[src/rtl/encode_arb_pkg.sv]
// rtl/encode_arb_pkg.sv - shared types and defaults for the encoder job arbiter
package encode_arb_pkg;

   typedef enum logic [1:0] {
      ST_IDLE  = 2'd0,
      ST_RUN   = 2'd1,
      ST_DRAIN = 2'd2,
      ST_DONE  = 2'd3
   } state_t;

   localparam int NCH        = 2;
   localparam int CNT_W_DEF  = 20;
   localparam int WDOG_W_DEF = 16;

endpackage

[src/rtl/encode_arb_rr.sv]
// rtl/encode_arb_rr.sv - two-input round-robin picker, request vector plus pointer to one-hot grant
module encode_arb_rr
   import encode_arb_pkg::*;
(
   input  logic [NCH-1:0] i_req,
   input  logic           i_ptr,
   output logic [NCH-1:0] o_gnt
);

   // Contention is settled by the pointer; a lone request wins outright.
   always_comb begin
      o_gnt = i_req;
      if (i_req == 2'b11) begin
         o_gnt = i_ptr ? 2'b10 : 2'b01;
      end
   end

endmodule

[src/rtl/encode_arb.sv]
// rtl/encode_arb.sv - job-level round-robin sequencer sharing one encode core between two source channels
module encode_arb
   import encode_arb_pkg::*;
#(
   parameter int                DW       = 64,
   parameter int                CNT_W    = CNT_W_DEF,
   parameter int                WDOG_W   = WDOG_W_DEF,
   parameter logic [WDOG_W-1:0] WDOG_MAX = '1
)(
   input  logic             clk,
   input  logic             rst,
   input  logic [DW-1:0]    s0_fi,
   input  logic             s0_empty,
   input  logic             s0_last,
   output logic             s0_getn,
   input  logic [DW-1:0]    s1_fi,
   input  logic             s1_empty,
   input  logic             s1_last,
   output logic             s1_getn,
   output logic [DW-1:0]    enc_fi,
   output logic             enc_src_empty,
   output logic             enc_m_last,
   input  logic             enc_m_src_getn,
   input  logic             enc_m_dst_putn,
   input  logic             enc_m_endn,
   output logic [NCH-1:0]   gnt,
   output logic             busy,
   output logic [NCH-1:0]   done,
   output logic             err,
   output logic [CNT_W-1:0] job_src_words,
   output logic [CNT_W-1:0] job_dst_words
);

   state_t              r_state;
   logic [NCH-1:0]      r_gnt;
   logic                r_idx;
   logic                r_ptr;
   logic                r_busy;
   logic [NCH-1:0]      r_done;
   logic                r_err;
   logic [CNT_W-1:0]    r_src_cnt;
   logic [CNT_W-1:0]    r_dst_cnt;
   logic [WDOG_W-1:0]   r_wdog;
   logic [CNT_W-1:0]    r_job_src;
   logic [CNT_W-1:0]    r_job_dst;

   logic [NCH-1:0]      w_req;
   logic [NCH-1:0]      w_pick;
   logic                w_run;
   logic                w_active;
   logic [DW-1:0]       w_sel_fi;
   logic                w_sel_empty;
   logic                w_sel_last;
   logic                w_get;
   logic                w_put;
   logic [CNT_W-1:0]    w_src_next;
   logic [CNT_W-1:0]    w_dst_next;
   logic [WDOG_W-1:0]   w_wdog_inc;

   assign w_req = {~s1_empty, ~s0_empty};

   encode_arb_rr u_rr (
      .i_req (w_req),
      .i_ptr (r_ptr),
      .o_gnt (w_pick)
   );

   assign w_run    = (r_state == ST_RUN);
   assign w_active = (r_state == ST_RUN) || (r_state == ST_DRAIN);

   assign w_sel_fi    = r_idx ? s1_fi    : s0_fi;
   assign w_sel_empty = r_idx ? s1_empty : s0_empty;
   assign w_sel_last  = r_idx ? s1_last  : s0_last;

   // Zero-latency source path, only open while a job is streaming.
   assign enc_fi        = w_run ? w_sel_fi    : '0;
   assign enc_src_empty = w_run ? w_sel_empty : 1'b1;
   assign enc_m_last    = w_run ? w_sel_last  : 1'b0;
   assign s0_getn       = (w_run && !r_idx) ? enc_m_src_getn : 1'b1;
   assign s1_getn       = (w_run &&  r_idx) ? enc_m_src_getn : 1'b1;

   assign w_get      = w_run && !enc_m_src_getn;
   assign w_put      = w_active && !enc_m_dst_putn;
   assign w_src_next = (w_get && (r_src_cnt != '1)) ? r_src_cnt + 1'b1 : r_src_cnt;
   assign w_dst_next = (w_put && (r_dst_cnt != '1)) ? r_dst_cnt + 1'b1 : r_dst_cnt;
   assign w_wdog_inc = r_wdog + 1'b1;

   always_ff @(posedge clk) begin
      if (rst) begin
         r_state   <= ST_IDLE;
         r_gnt     <= '0;
         r_idx     <= 1'b0;
         r_ptr     <= 1'b0;
         r_busy    <= 1'b0;
         r_done    <= '0;
         r_err     <= 1'b0;
         r_src_cnt <= '0;
         r_dst_cnt <= '0;
         r_wdog    <= '0;
         r_job_src <= '0;
         r_job_dst <= '0;
      end else begin
         r_done <= '0;
         r_err  <= 1'b0;
         case (r_state)
            ST_IDLE: begin
               if (|w_pick) begin
                  r_gnt     <= w_pick;
                  r_idx     <= w_pick[1];
                  r_src_cnt <= '0;
                  r_dst_cnt <= '0;
                  r_wdog    <= '0;
                  r_busy    <= 1'b1;
                  r_state   <= ST_RUN;
               end
            end
            ST_RUN: begin
               r_src_cnt <= w_src_next;
               r_dst_cnt <= w_dst_next;
               if (w_get && w_sel_last) begin
                  r_state <= ST_DRAIN;
               end
            end
            ST_DRAIN: begin
               r_dst_cnt <= w_dst_next;
               r_wdog    <= w_wdog_inc;
               // Results are latched here so they are valid alongside the done pulse.
               if (!enc_m_endn || (w_wdog_inc == WDOG_MAX)) begin
                  r_done    <= r_gnt;
                  r_err     <= enc_m_endn;
                  r_job_src <= r_src_cnt;
                  r_job_dst <= w_dst_next;
                  r_busy    <= 1'b0;
                  r_state   <= ST_DONE;
               end
            end
            ST_DONE: begin
               r_ptr   <= ~r_idx;
               r_gnt   <= '0;
               r_state <= ST_IDLE;
            end
            default: r_state <= ST_IDLE;
         endcase
      end
   end

   assign gnt           = r_gnt;
   assign busy          = r_busy;
   assign done          = r_done;
   assign err           = r_err;
   assign job_src_words = r_job_src;
   assign job_dst_words = r_job_dst;

endmodule

[config.mk]
export PLATFORM = sky130hd
export DESIGN_NAME = encode_arb
export DESIGN_NICKNAME = d
export VERILOG_FILES = /design/src/rtl/encode_arb_pkg.sv /design/src/rtl/encode_arb_rr.sv /design/src/rtl/encode_arb.sv
export SDC_FILE = /design/constraint.sdc
export NUM_CORES = 1
export LEC_CHECK = 0
export BUFFER_PORTS_ARGS = -buffer_cell sky130_fd_sc_hd__buf_2
export CORE_ASPECT_RATIO = 2
export CORE_MARGIN = 4
export CORE_UTILIZATION = 45
export CTS_BUF_LIST = sky130_fd_sc_hd__clkbuf_8
export CTS_CLUSTER_DIAMETER = 150
export CTS_CLUSTER_SIZE = 40
export DETAILED_ROUTE_END_ITERATION = 10
export PLACE_DENSITY = 0.75
export REMOVE_ABC_BUFFERS = 1
export SYNTH_ARGS = -nofsm -noshare
export SYNTH_HDL_FRONTEND = slang
export SYNTH_SLANG_ARGS = --single-unit
[constraint.sdc]
create_clock -name clk -period 2.7 [get_ports clk]
set_input_delay 0.27 -clock clk [delete_from_list [all_inputs] [get_ports clk]]
set_output_delay 0.27 -clock clk [all_outputs]
set_load 0.03 [all_outputs]
==> impl_metrics.py, run 1 <==
metrics = {
    "place": {
        "place_congestion": 0.9867,
        "place_hpwl_mm": 18.67,
        "port-buffer-count": 250,
        "dp.cells": 1197,
    },
    "global_routing": {
        "grt_pass1_wl_mm": 35.29,
        "grt_max_degree": 80,
        "antenna_found_initial": 11,
        "overflow": 0,
        "grt_pass1_vias": 6523,
        "grt.total_usage_pct": 28.10,
    },
    "drt": {
        "vias_per_cell": 5.689,
        "drtIter0Drc": 539,
        "dr.pass1.iters": 5,
        "ant_nets": 0,
        "routed_wl_mm": 23.57,
        "vias": 6924,
        "wl_per_cell_um": 19.37,
        "drc": 0,
    },
    "timing": {
        "rsz0062_at_grt": "false",
        "max_freq_ghz": 0.4058,
        "maxSlewHeadroom_pct": 41.86,
        "min_period_over_period_pct": 91.27,
        "fin_worst_skew_ns": 0.01101,
        "drv_slew": 0,
        "finalHoldViolations": 0,
        "tns_ns": 0,
        "worst_hold_slack_ns": 0.1597,
        "worstMarginPinSlew_ns": 0.8721,
        "setup_viol": 0,
        "period_minus_slack_ns": 2.464,
    },
    "clock_tree": {
        "insertion_delay_ns": 0.38,
        "path_clk_slew_ns": 0.11,
        "cts-resized-gates": 0,
        "cts_inserted_buffers": 9,
        "ctsRootBufferMaster": "clkbuf_8",
        "cts_hold_buf": 0,
        "post_cts.repair.setup_buffers": 0,
        "cts_tree": "done",
        "ctsHtreeMaxLevel": 3,
        "cts_sinks": 106,
        "clockBufferDepth": 2,
    },
    "worst_hold_path": {
        "min_from": "rst",
        "hold_path_depth": 2,
        "min_to": "err",
        "min_path_type": "in -> reg",
    },
    "yosys": {
        "postSynthCellCount": 797,
        "synth_edf_count": 0,
        "synth.yosys.warnings": 0,
        "netlist_area_um2": 6354,
        "ys_seq_area_share_pct": 33.40,
        "async_flop_share_pct": 0,
        "ys_ff_latch": 106,
        "ys.flop_type": "dfxtp_1",
        "synth.distinct_cells": 54,
        "synth_area_per_cell_um2": 7.972,
    },
    "run_status": {
        "status": "finished clean",
    },
    "layout": {
        "n_fill_cell": 1332,
        "finalNonFillerCells": 1217,
        "area_growth_pct": 25.78,
        "nets": 1165,
        "utilization_pct": 57.53,
        "seqCellArea_um2": 2126,
        "layout-drive-gt1-share_pct": 29.20,
        "multi_input_area_um2": 3959,
    },
    "floorplanning": {
        "initial_core_util_pct": 45.74,
        "ioPinCount": 251,
        "die_w_um": 92.02,
        "core_area_um2": 13890,
        "dieArea_um2": 16200,
        "rows": 61,
        "die_h_um": 176.0,
    },
    "setup_path": {
        "crit_required_ns": 3.00,
        "critPathLaunch": "r_wdog[1]",
        "path_max_fanout": 8,
        "ff2ff_path_depth": 7,
        "startpoint_type": "flip-flop",
        "r2r-end": "job_dst_words[5]",
        "crit_type": "reg -> reg",
        "r2r_start": "r_wdog[1]",
        "endpoint_kind": "flip-flop",
        "reg2reg_slack_ns": 0.24,
        "crit_arrival_ns": 2.77,
    },
    "power": {
        "ir_worst_vdd_v": 0.0005097,
        "power_leakage_nw": 3.273,
        "p_per_area_nw_per_um2": 696.2,
        "finalPower_w": 0.005564,
    },
    "job": {
        "maxCapViolCount": 0,
    },
}
per-layer routing:
metal | vias to the layer above | wire (um) | GRT usage, %
met4 | 14 | 648 | 10.30
met2 | 340 | 11750 | 49.94
met3 | 51 | 2586 | 8.955
li1 | 3298 | - | -
met5 | - | 99 | 0
met1 | 3221 | 8486 | 30.98
synth_stat cells, types with 3 or more instances:
master | n | area (um2)
mux2i_1 | 69 | 690.7
nor2_1 | 69 | 259.0
xor2_1 | 24 | 210.2
xnor2_1 | 13 | 113.9
nand3_1 | 43 | 215.2
and3_1 | 13 | 81.33
a31oi_1 | 7 | 43.79
a41oi_1 | 3 | 26.28
inv_1 | 7 | 26.28
clkbuf_1 | 43 | 161.4
a22oi_1 | 7 | 52.55
ha_1 | 9 | 112.6
a21oi_1 | 68 | 340.3
nand4_1 | 20 | 125.1
buf_2 | 9 | 45.04
a211oi_1 | 17 | 127.6
and2_1 | 5 | 31.28
dfxtp_1 | 106 | 2122
a311oi_1 | 12 | 105.1
nor2b_1 | 68 | 425.4
nand2b_1 | 3 | 18.77
nor4_1 | 7 | 43.79
nand2_1 | 49 | 183.9
o21a_1 | 8 | 60.06
or3_1 | 4 | 25.02
o21ai_0 | 50 | 250.2
nor3_1 | 23 | 115.1
and4_1 | 5 | 43.79
buf_1 | 7 | 26.28
how the worst max path moves through the flow:
stage / end / slack (ns) / cells past startpoint
final: job_dst_words[5] / 0.24 / 7
after global routing: job_src_words[12] / 0.03 / 8
after CTS: job_dst_words[5] / 0.27 / 7
after detailed placement: job_src_words[0] / 0.30 / 8
after global placement: job_dst_words[5] / 0.39 / 7
after floorplan: enc_m_last / -0.78 / 2
sequential cells by signal (all words and copies together) (netlist names):
| name | count |
|---|---|
| err | 1 |
| busy | 1 |
| r_dst_cnt | 20 |
| r_idx | 1 |
| r_src_cnt | 20 |
| job_src_words | 20 |
| r_wdog | 16 |
| gnt | 2 |
| r_ptr | 1 |
| job_dst_words | 20 |
| done | 2 |
| r_state | 2 |
cell families (layout without fill, tap and decap cells):
logic type / count (synthesis) / after routing / share of synthesized area [%]
other: 0 / 4 / 0
AO/OA/AOI/OAI: 184 / 184 / 17.47
adder cells (fa/ha/maj): 9 / 9 / 1.772
AND/OR/NAND/NOR: 323 / 323 / 27.00
buffers and inverters: 69 / 296 / 4.391
flip-flops: 106 / 106 / 33.40
multiplexers: 69 / 69 / 10.87
XOR/XNOR: 37 / 37 / 5.100
through the flow:
step,setup slack [ns],cell area (um2)
finish,0.2358,7991
global route,0.02807,7989
CTS,0.2694,7981
detailed placement,0.2960,7780
global placement,0.3887,7780
floorplan,-0.7784,6105
worst max-delay path, stage by stage (launching register included):
cell and delay [ns]:
dfxtp_1 0.45, ha_1 0.31, nand3_1 0.22, nor3_1 0.25, o2111ai_1 0.18, o21a_1 0.31
or4_1 0.53, a21oi_1 0.14
final cells by class:
type	instances	area share [%]
Inverter	8	0.3758
Tap cell	189	2.959
Multi-Input combinational cell	622	49.54
Sequential cell	106	26.60
Clock inverter	7	0.9707
Antenna cell	4	0.1253
Timing Repair Buffer	272	17.88
Clock buffer	9	1.550
report_power, final:
group	leakage, nW	switching, W	internal [W]
logic	2.31	0.00187	0.000894
registers	0.857	0.000105	0.00166
clock network	0.106	0.000593	0.000438
total	3.27	0.00257	0.00299
cells in the final DEF (no fill, tap or decap), types with 2 or more instances in the layout:
master	netlist	layout
buf_2	9	250
dfxtp_1	106	105
mux2i_1	69	69
nor2_1	69	69
nor2b_1	68	68
a21oi_1	68	68
o21ai_0	50	50
nand2_1	49	49
nand3_1	43	43
xor2_1	24	24
nor3_1	23	23
buf_4	0	21
nand4_1	20	20
a211oi_1	17	17
and3_1	13	13
xnor2_1	13	13
a311oi_1	12	12
clkbuf_8	0	9
inv_1	7	8
o21a_1	8	8
ha_1	9	8
a31oi_1	7	7
nor4_1	7	7
a22oi_1	7	7
and4_1	5	5
and2_1	5	5
diode_2	0	4
or3_1	4	4
nand2b_1	3	3
a41oi_1	3	3
clkinv_4	0	3
o2111ai_1	2	2
or4_1	2	2
and4bb_2	2	2
inv_6	0	2
Note: power is estimated with default switching activity, not from simulation.
==> run 2, diff against run 1 <==
--- a/config.mk
+++ b/config.mk
@@ -6,14 +6,16 @@
 export NUM_CORES = 1
 export LEC_CHECK = 0
 export BUFFER_PORTS_ARGS = -buffer_cell sky130_fd_sc_hd__buf_2
+export CELL_PAD_IN_SITES_DETAIL_PLACEMENT = 0
+export CELL_PAD_IN_SITES_GLOBAL_PLACEMENT = 1
 export CORE_ASPECT_RATIO = 2
 export CORE_MARGIN = 4
-export CORE_UTILIZATION = 45
+export CORE_UTILIZATION = 36
 export CTS_BUF_LIST = sky130_fd_sc_hd__clkbuf_8
 export CTS_CLUSTER_DIAMETER = 150
 export CTS_CLUSTER_SIZE = 40
 export DETAILED_ROUTE_END_ITERATION = 10
-export PLACE_DENSITY = 0.75
+export PLACE_DENSITY_LB_ADDON = 0.1
 export REMOVE_ABC_BUFFERS = 1
 export SYNTH_ARGS = -nofsm -noshare
 export SYNTH_HDL_FRONTEND = slang
==> impl_metrics.py, run 2 (same netlist as run 1, synthesis figures left out) <==
metrics = {
    "setup_path": {
        "path_max_fanout": 17,
        "ff2ff_path_depth": 9,
        "critPathTopFamily": "simple AND/OR/NAND/NOR gates",
        "endpoint_kind": "flip-flop",
        "path_buf_inv": 2,
        "cp_slowest_stage_delay_ns": 0.40,
        "cp.depth": 9,
        "reg2reg_slack_ns": 0.29,
        "crit_required_ns": 2.94,
        "path_cells": "inv_1 > ha_1 > nand3_1 > o21ai_0 > a21oi_1 > buf_12 > and4bb_2 > xnor2_1 > nor2_1",
        "startpoint_type": "flip-flop",
        "crit_type": "reg -> reg",
        "r2r_start": "r_state[0]",
        "crit_arrival_ns": 2.65,
        "r2r-end": "r_src_cnt[13]",
        "slowest_stage": "dfxtp_1",
    },
    "floorplanning": {
        "rows": 68,
        "initial_core_util_pct": 36.79,
        "core_area_um2": 17270,
        "die_h_um": 195.9,
        "die_w_um": 101.9,
        "dieArea_um2": 19970,
        "ioPinCount": 251,
    },
    "timing": {
        "min_period_over_period_pct": 89.44,
        "maxSlewHeadroom_pct": 42.13,
        "max_freq_ghz": 0.4141,
        "fin_worst_skew_ns": 0.01462,
        "finalHoldViolations": 0,
        "drv_slew": 0,
        "setup_viol": 0,
        "period_minus_slack_ns": 2.415,
        "rsz0062_at_grt": "false",
        "worstMarginPinSlew_ns": 0.8680,
    },
    "power": {
        "finalPower_w": 0.005599,
        "power_leakage_nw": 3.290,
        "ir_worst_vdd_v": 0.0003890,
        "p_per_area_nw_per_um2": 695.7,
    },
    "layout": {
        "final_cell_mix": "buf_2, dfxtp_1, mux2i_1, nor2_1",
        "mostFrequentLayoutCell": "buf_2",
        "area_growth_pct": 26.66,
        "finalNonFillerCells": 1238,
        "nets": 1169,
        "n_fill_cell": 1853,
        "layout-drive-gt1-share_pct": 29.47,
        "insertedDiodeCount": 0,
    },
    "drt": {
        "vias": 6687,
        "ant_nets": 0,
        "wl_per_cell_um": 19.21,
        "vias_per_cell": 5.401,
        "drtIter0Drc": 227,
        "routed_wl_mm": 23.78,
        "drc": 0,
        "dr.pass1.iters": 5,
    },
    "clock_tree": {
        "cts_tree": "done",
        "cts_hold_buf": 0,
        "clockBufferDepth": 2,
        "ctsHtreeMaxLevel": 3,
        "cts_sinks": 106,
        "insertion_delay_ns": 0.38,
        "path_clk_slew_ns": 0.10,
        "cts_inserted_buffers": 9,
        "ctsRootBufferMaster": "clkbuf_8",
    },
    "worst_hold_path": {
        "min_path_type": "in -> reg",
        "min_from": "enc_m_endn",
        "min_to": "err",
        "hold_path_depth": 3,
    },
    "global_routing": {
        "overflow": 0,
        "grt_pass1_wl_mm": 36.24,
        "grt_pass1_vias": 6540,
        "grt.total_usage_pct": 23.38,
        "grt_max_degree": 80,
        "antenna_found_initial": 2,
    },
    "place": {
        "place_congestion": 0.8528,
        "dp.cells": 1222,
        "port-buffer-count": 250,
        "place_hpwl_mm": 18.61,
    },
    "run_status": {
        "status": "finished clean",
    },
    "job": {
        "maxCapViolCount": 0,
    },
}
[run 2: cell count changes in the layout (fill, tap and decap cells not counted), sizes merged]
cell      previous run  this run
clkinvlp             0         3
clkinv               4         1
diode                4         0
buf                272       276
[run 2: what timing repair did]
item,CTS,global route
setup endpoints to repair,0,2
gates resized for setup,0,1
setup buffers,0,0
[run 2: cell type report]
class | instances | area, um2 | share of cell area [%]
flip-flops and latches | 106 | 2126 | 26.41
well taps | 210 | 262.8 | 3.265
clock buffers | 9 | 123.9 | 1.539
clock inverters | 7 | 71.32 | 0.8862
repair buffers | 276 | 1471 | 18.28
multi-input cells | 622 | 3963 | 49.24
inverters | 8 | 30.03 | 0.3731
[run 2: where the power goes]
part           total [W]  switching (W)  leakage [nW]  internal [W]
logic            0.00284        0.00190          2.34      0.000937
registers        0.00177       0.000106         0.857       0.00166
clock network   0.000996       0.000566        0.0960      0.000429
[run 2: how the worst max path moves through the flow]
stage                     from                 to  slack [ns]
finish              r_state[0]      r_src_cnt[13]        0.29
global route         r_wdog[0]   job_dst_words[5]        0.01
CTS                 r_state[0]  job_dst_words[13]        0.26
detailed placement  r_state[0]  job_dst_words[13]        0.26
global placement    r_state[0]  job_dst_words[13]        0.36
floorplan                r_idx         enc_m_last       -0.78
[run 2: worst register-to-register path: cells and delay by family (launching register included)]
family          cells  cell delay [ns]
simple gates        3             0.69
compound gates      2             0.47
flops               1             0.40
fa+ha+maj           1             0.33
buf+inv             2             0.29
xor+xnor            1             0.11
[run 2: stage by stage]
| stage | setup TNS [ns] | area (um2) | setup slack (ns) | hold slack, ns | utilization [%] |
|---|---|---|---|---|---|
| after global routing | 0 | 8048 | 0.01068 | 0.1698 | 46.60 |
| final | 0 | 8048 | 0.2852 | 0.1660 | 46.60 |
| after global placement | 0 | 7849 | 0.3632 | 0.4487 | 45.44 |
| after floorplan | -63.02 | 6105 | -0.7784 | 0.3391 | - |
| after detailed placement | 0 | 7849 | 0.2613 | 0.4523 | 45.44 |
| after CTS | 0 | 8044 | 0.2601 | 0.1497 | 46.57 |
[run 2: layer usage]
metal  wire length [um]  global-route usage, %
met2              13210                  45.19
met5                 21                      0
met3               1284                  3.310
met4                451                  5.937
met1               8814                  25.86
==> run 3, diff against run 2 <==
--- a/config.mk
+++ b/config.mk
@@ -10,7 +10,7 @@
 export CELL_PAD_IN_SITES_GLOBAL_PLACEMENT = 1
 export CORE_ASPECT_RATIO = 2
 export CORE_MARGIN = 4
-export CORE_UTILIZATION = 36
+export CORE_UTILIZATION = 39
 export CTS_BUF_LIST = sky130_fd_sc_hd__clkbuf_8
 export CTS_CLUSTER_DIAMETER = 150
 export CTS_CLUSTER_SIZE = 40
==> constraint.sdc (replaced) <==
create_clock -name clk -period 2.9 [get_ports clk]
set_input_delay 0.29 -clock clk [delete_from_list [all_inputs] [get_ports clk]]
set_output_delay 0.29 -clock clk [all_outputs]
set_load 0.03 [all_outputs]
==> impl_metrics.py, run 3 (same netlist as run 1, synthesis figures left out) <==
metrics = {
    "job": {
        "maxCapViolCount": 0,
    },
    "floorplanning": {
        "initial_core_util_pct": 40.06,
        "dieArea_um2": 18520,
        "rows": 65,
        "die_h_um": 188.5,
        "ioPinCount": 251,
        "die_w_um": 98.26,
        "core_area_um2": 15860,
    },
    "global_routing": {
        "use_met3_pct": 4.520,
        "grt_pass1_vias": 6568,
        "grt.total_usage_pct": 24.27,
        "grt_max_degree": 81,
        "top_usage_layer": "met2",
        "grt_pass1_wl_mm": 35.75,
        "antenna_found_initial": 2,
        "overflow": 0,
        "use_met1_pct": 26.05,
        "use_met2_pct": 47.40,
    },
    "timing": {
        "maxSlewHeadroom_pct": 41.20,
        "setup_viol": 0,
        "worst_hold_slack_ns": 0.1942,
        "period_minus_slack_ns": 2.639,
        "finalHoldViolations": 0,
        "worstMarginPinSlew_ns": 0.8821,
        "rsz0062_at_grt": "false",
        "min_period_over_period_pct": 91.00,
        "fin_worst_skew_ns": 0.01473,
        "max_freq_ghz": 0.3789,
        "drv_slew": 0,
    },
    "setup_path": {
        "r2r_start": "r_wdog[0]",
        "cp_slowest_stage_delay_ns": 0.64,
        "endpoint_kind": "flip-flop",
        "critPathTopFamily": "simple AND/OR/NAND/NOR gates",
        "crit_arrival_ns": 2.87,
        "path_cells": "ha_1 > nand3_1 > nor3_1 > o2111ai_1 > o21a_1 > nor2_2 > o21ai_0",
        "critPathLaunch": "r_wdog[0]",
        "crit_type": "reg -> reg",
        "slowest_stage": "nor2_2",
        "path_buf_inv": 0,
        "path_max_fanout": 17,
        "crit_required_ns": 3.13,
        "startpoint_type": "flip-flop",
    },
    "clock_tree": {
        "path_clk_slew_ns": 0.10,
        "cts-resized-gates": 0,
        "cts_hold_buf": 0,
        "cts_tree": "done",
        "clockBufferDepth": 2,
        "ctsHtreeMaxLevel": 3,
        "ctsRootBufferMaster": "clkbuf_8",
        "cts_inserted_buffers": 9,
        "insertion_delay_ns": 0.38,
        "post_cts.repair.setup_buffers": 0,
        "cts_sinks": 106,
    },
    "layout": {
        "area_growth_pct": 25.74,
        "finalNonFillerCells": 1226,
        "utilization_pct": 50.37,
        "nets": 1166,
        "final_cell_mix": "buf_2, dfxtp_1, mux2i_1, nor2_1",
        "multi_input_area_um2": 3959,
        "insertedDiodeCount": 0,
        "n_fill_cell": 1642,
        "seqCellArea_um2": 2126,
        "layout-drive-gt1-share_pct": 29.37,
        "final_area_um2": 7989,
        "mostFrequentLayoutCell": "buf_2",
    },
    "place": {
        "dp.cells": 1210,
        "place_hpwl_mm": 18.38,
        "placed_area_um2": 7802,
        "place_congestion": 0.8818,
        "port-buffer-count": 250,
    },
    "drt": {
        "wl_per_cell_um": 18.89,
        "routed_wl_mm": 23.16,
        "drtIter0Drc": 264,
        "ant_nets": 0,
        "vias_per_cell": 5.438,
        "vias": 6667,
        "drc": 0,
        "dr.pass1.iters": 4,
    },
    "power": {
        "power_leakage_nw": 3.272,
        "ir_worst_vdd_v": 0.0004153,
        "p_per_area_nw_per_um2": 642.7,
    },
    "run_status": {
        "status": "finished clean",
    },
    "worst_hold_path": {
        "min_from": "enc_m_endn",
        "min_path_type": "in -> reg",
    },
}
==> run 3: final timing paths <==
check / to / slack (ns) / cells after the start
setup reg to reg: job_dst_words[4] / 0.26 / 7
hold / removal: err / 0.19 / 3
hold reg to reg: job_dst_words[2] / 0.47 / 2
setup / recovery: job_dst_words[4] / 0.26 / 7
==> run 3: routing by layer <==
| layer | part of all wire, % | vias to the layer above |
|---|---|---|
| li1 | - | 3308 |
| met1 | 38 | 3126 |
| met2 | 55 | 202 |
| met3 | 4.8 | 27 |
| met4 | 2.0 | 4 |
| met5 | 0.10 | - |
==> run 3: power by group <==
part | internal, W | total, W | switching [W]
combinational | 0.000842 | 0.00260 | 0.00175
clock | 0.000348 | 0.000894 | 0.000546
sequential | 0.00154 | 0.00164 | 0.0000998
total | 0.00273 | 0.00513 | 0.00240
==> run 3: worst min-delay path: cells and delay by family <==
| family | cells | cell delay [ns] |
|---|---|---|
| buffers and inverters | 1 | 0.12 |
| AND/OR/NAND/NOR | 2 | 0.10 |
==> run 3: area by class of cell <==
class | instances | share of cell area [%]
inverters | 8 | 0.3759
multi-input cells | 622 | 49.55
clock inverters | 6 | 0.6108
repair buffers | 273 | 17.98
flip-flops and latches | 106 | 26.61
well taps | 201 | 3.148
clock buffers | 10 | 1.723
==> run 3: per-stage QoR <==
step | setup TNS, ns | power, W | worst slack [ns]
6_report | 0 | 0.005134 | 0.2611
5_1_grt | 0 | 0.005460 | 0.02822
4_1_cts | 0 | 0.005200 | 0.2553
3_5_place_dp | 0 | 0.004295 | 0.2681
3_3_place_gp | 0 | 0.004291 | 0.2963
2_1_floorplan | -39.06 | 0.003406 | -0.5984
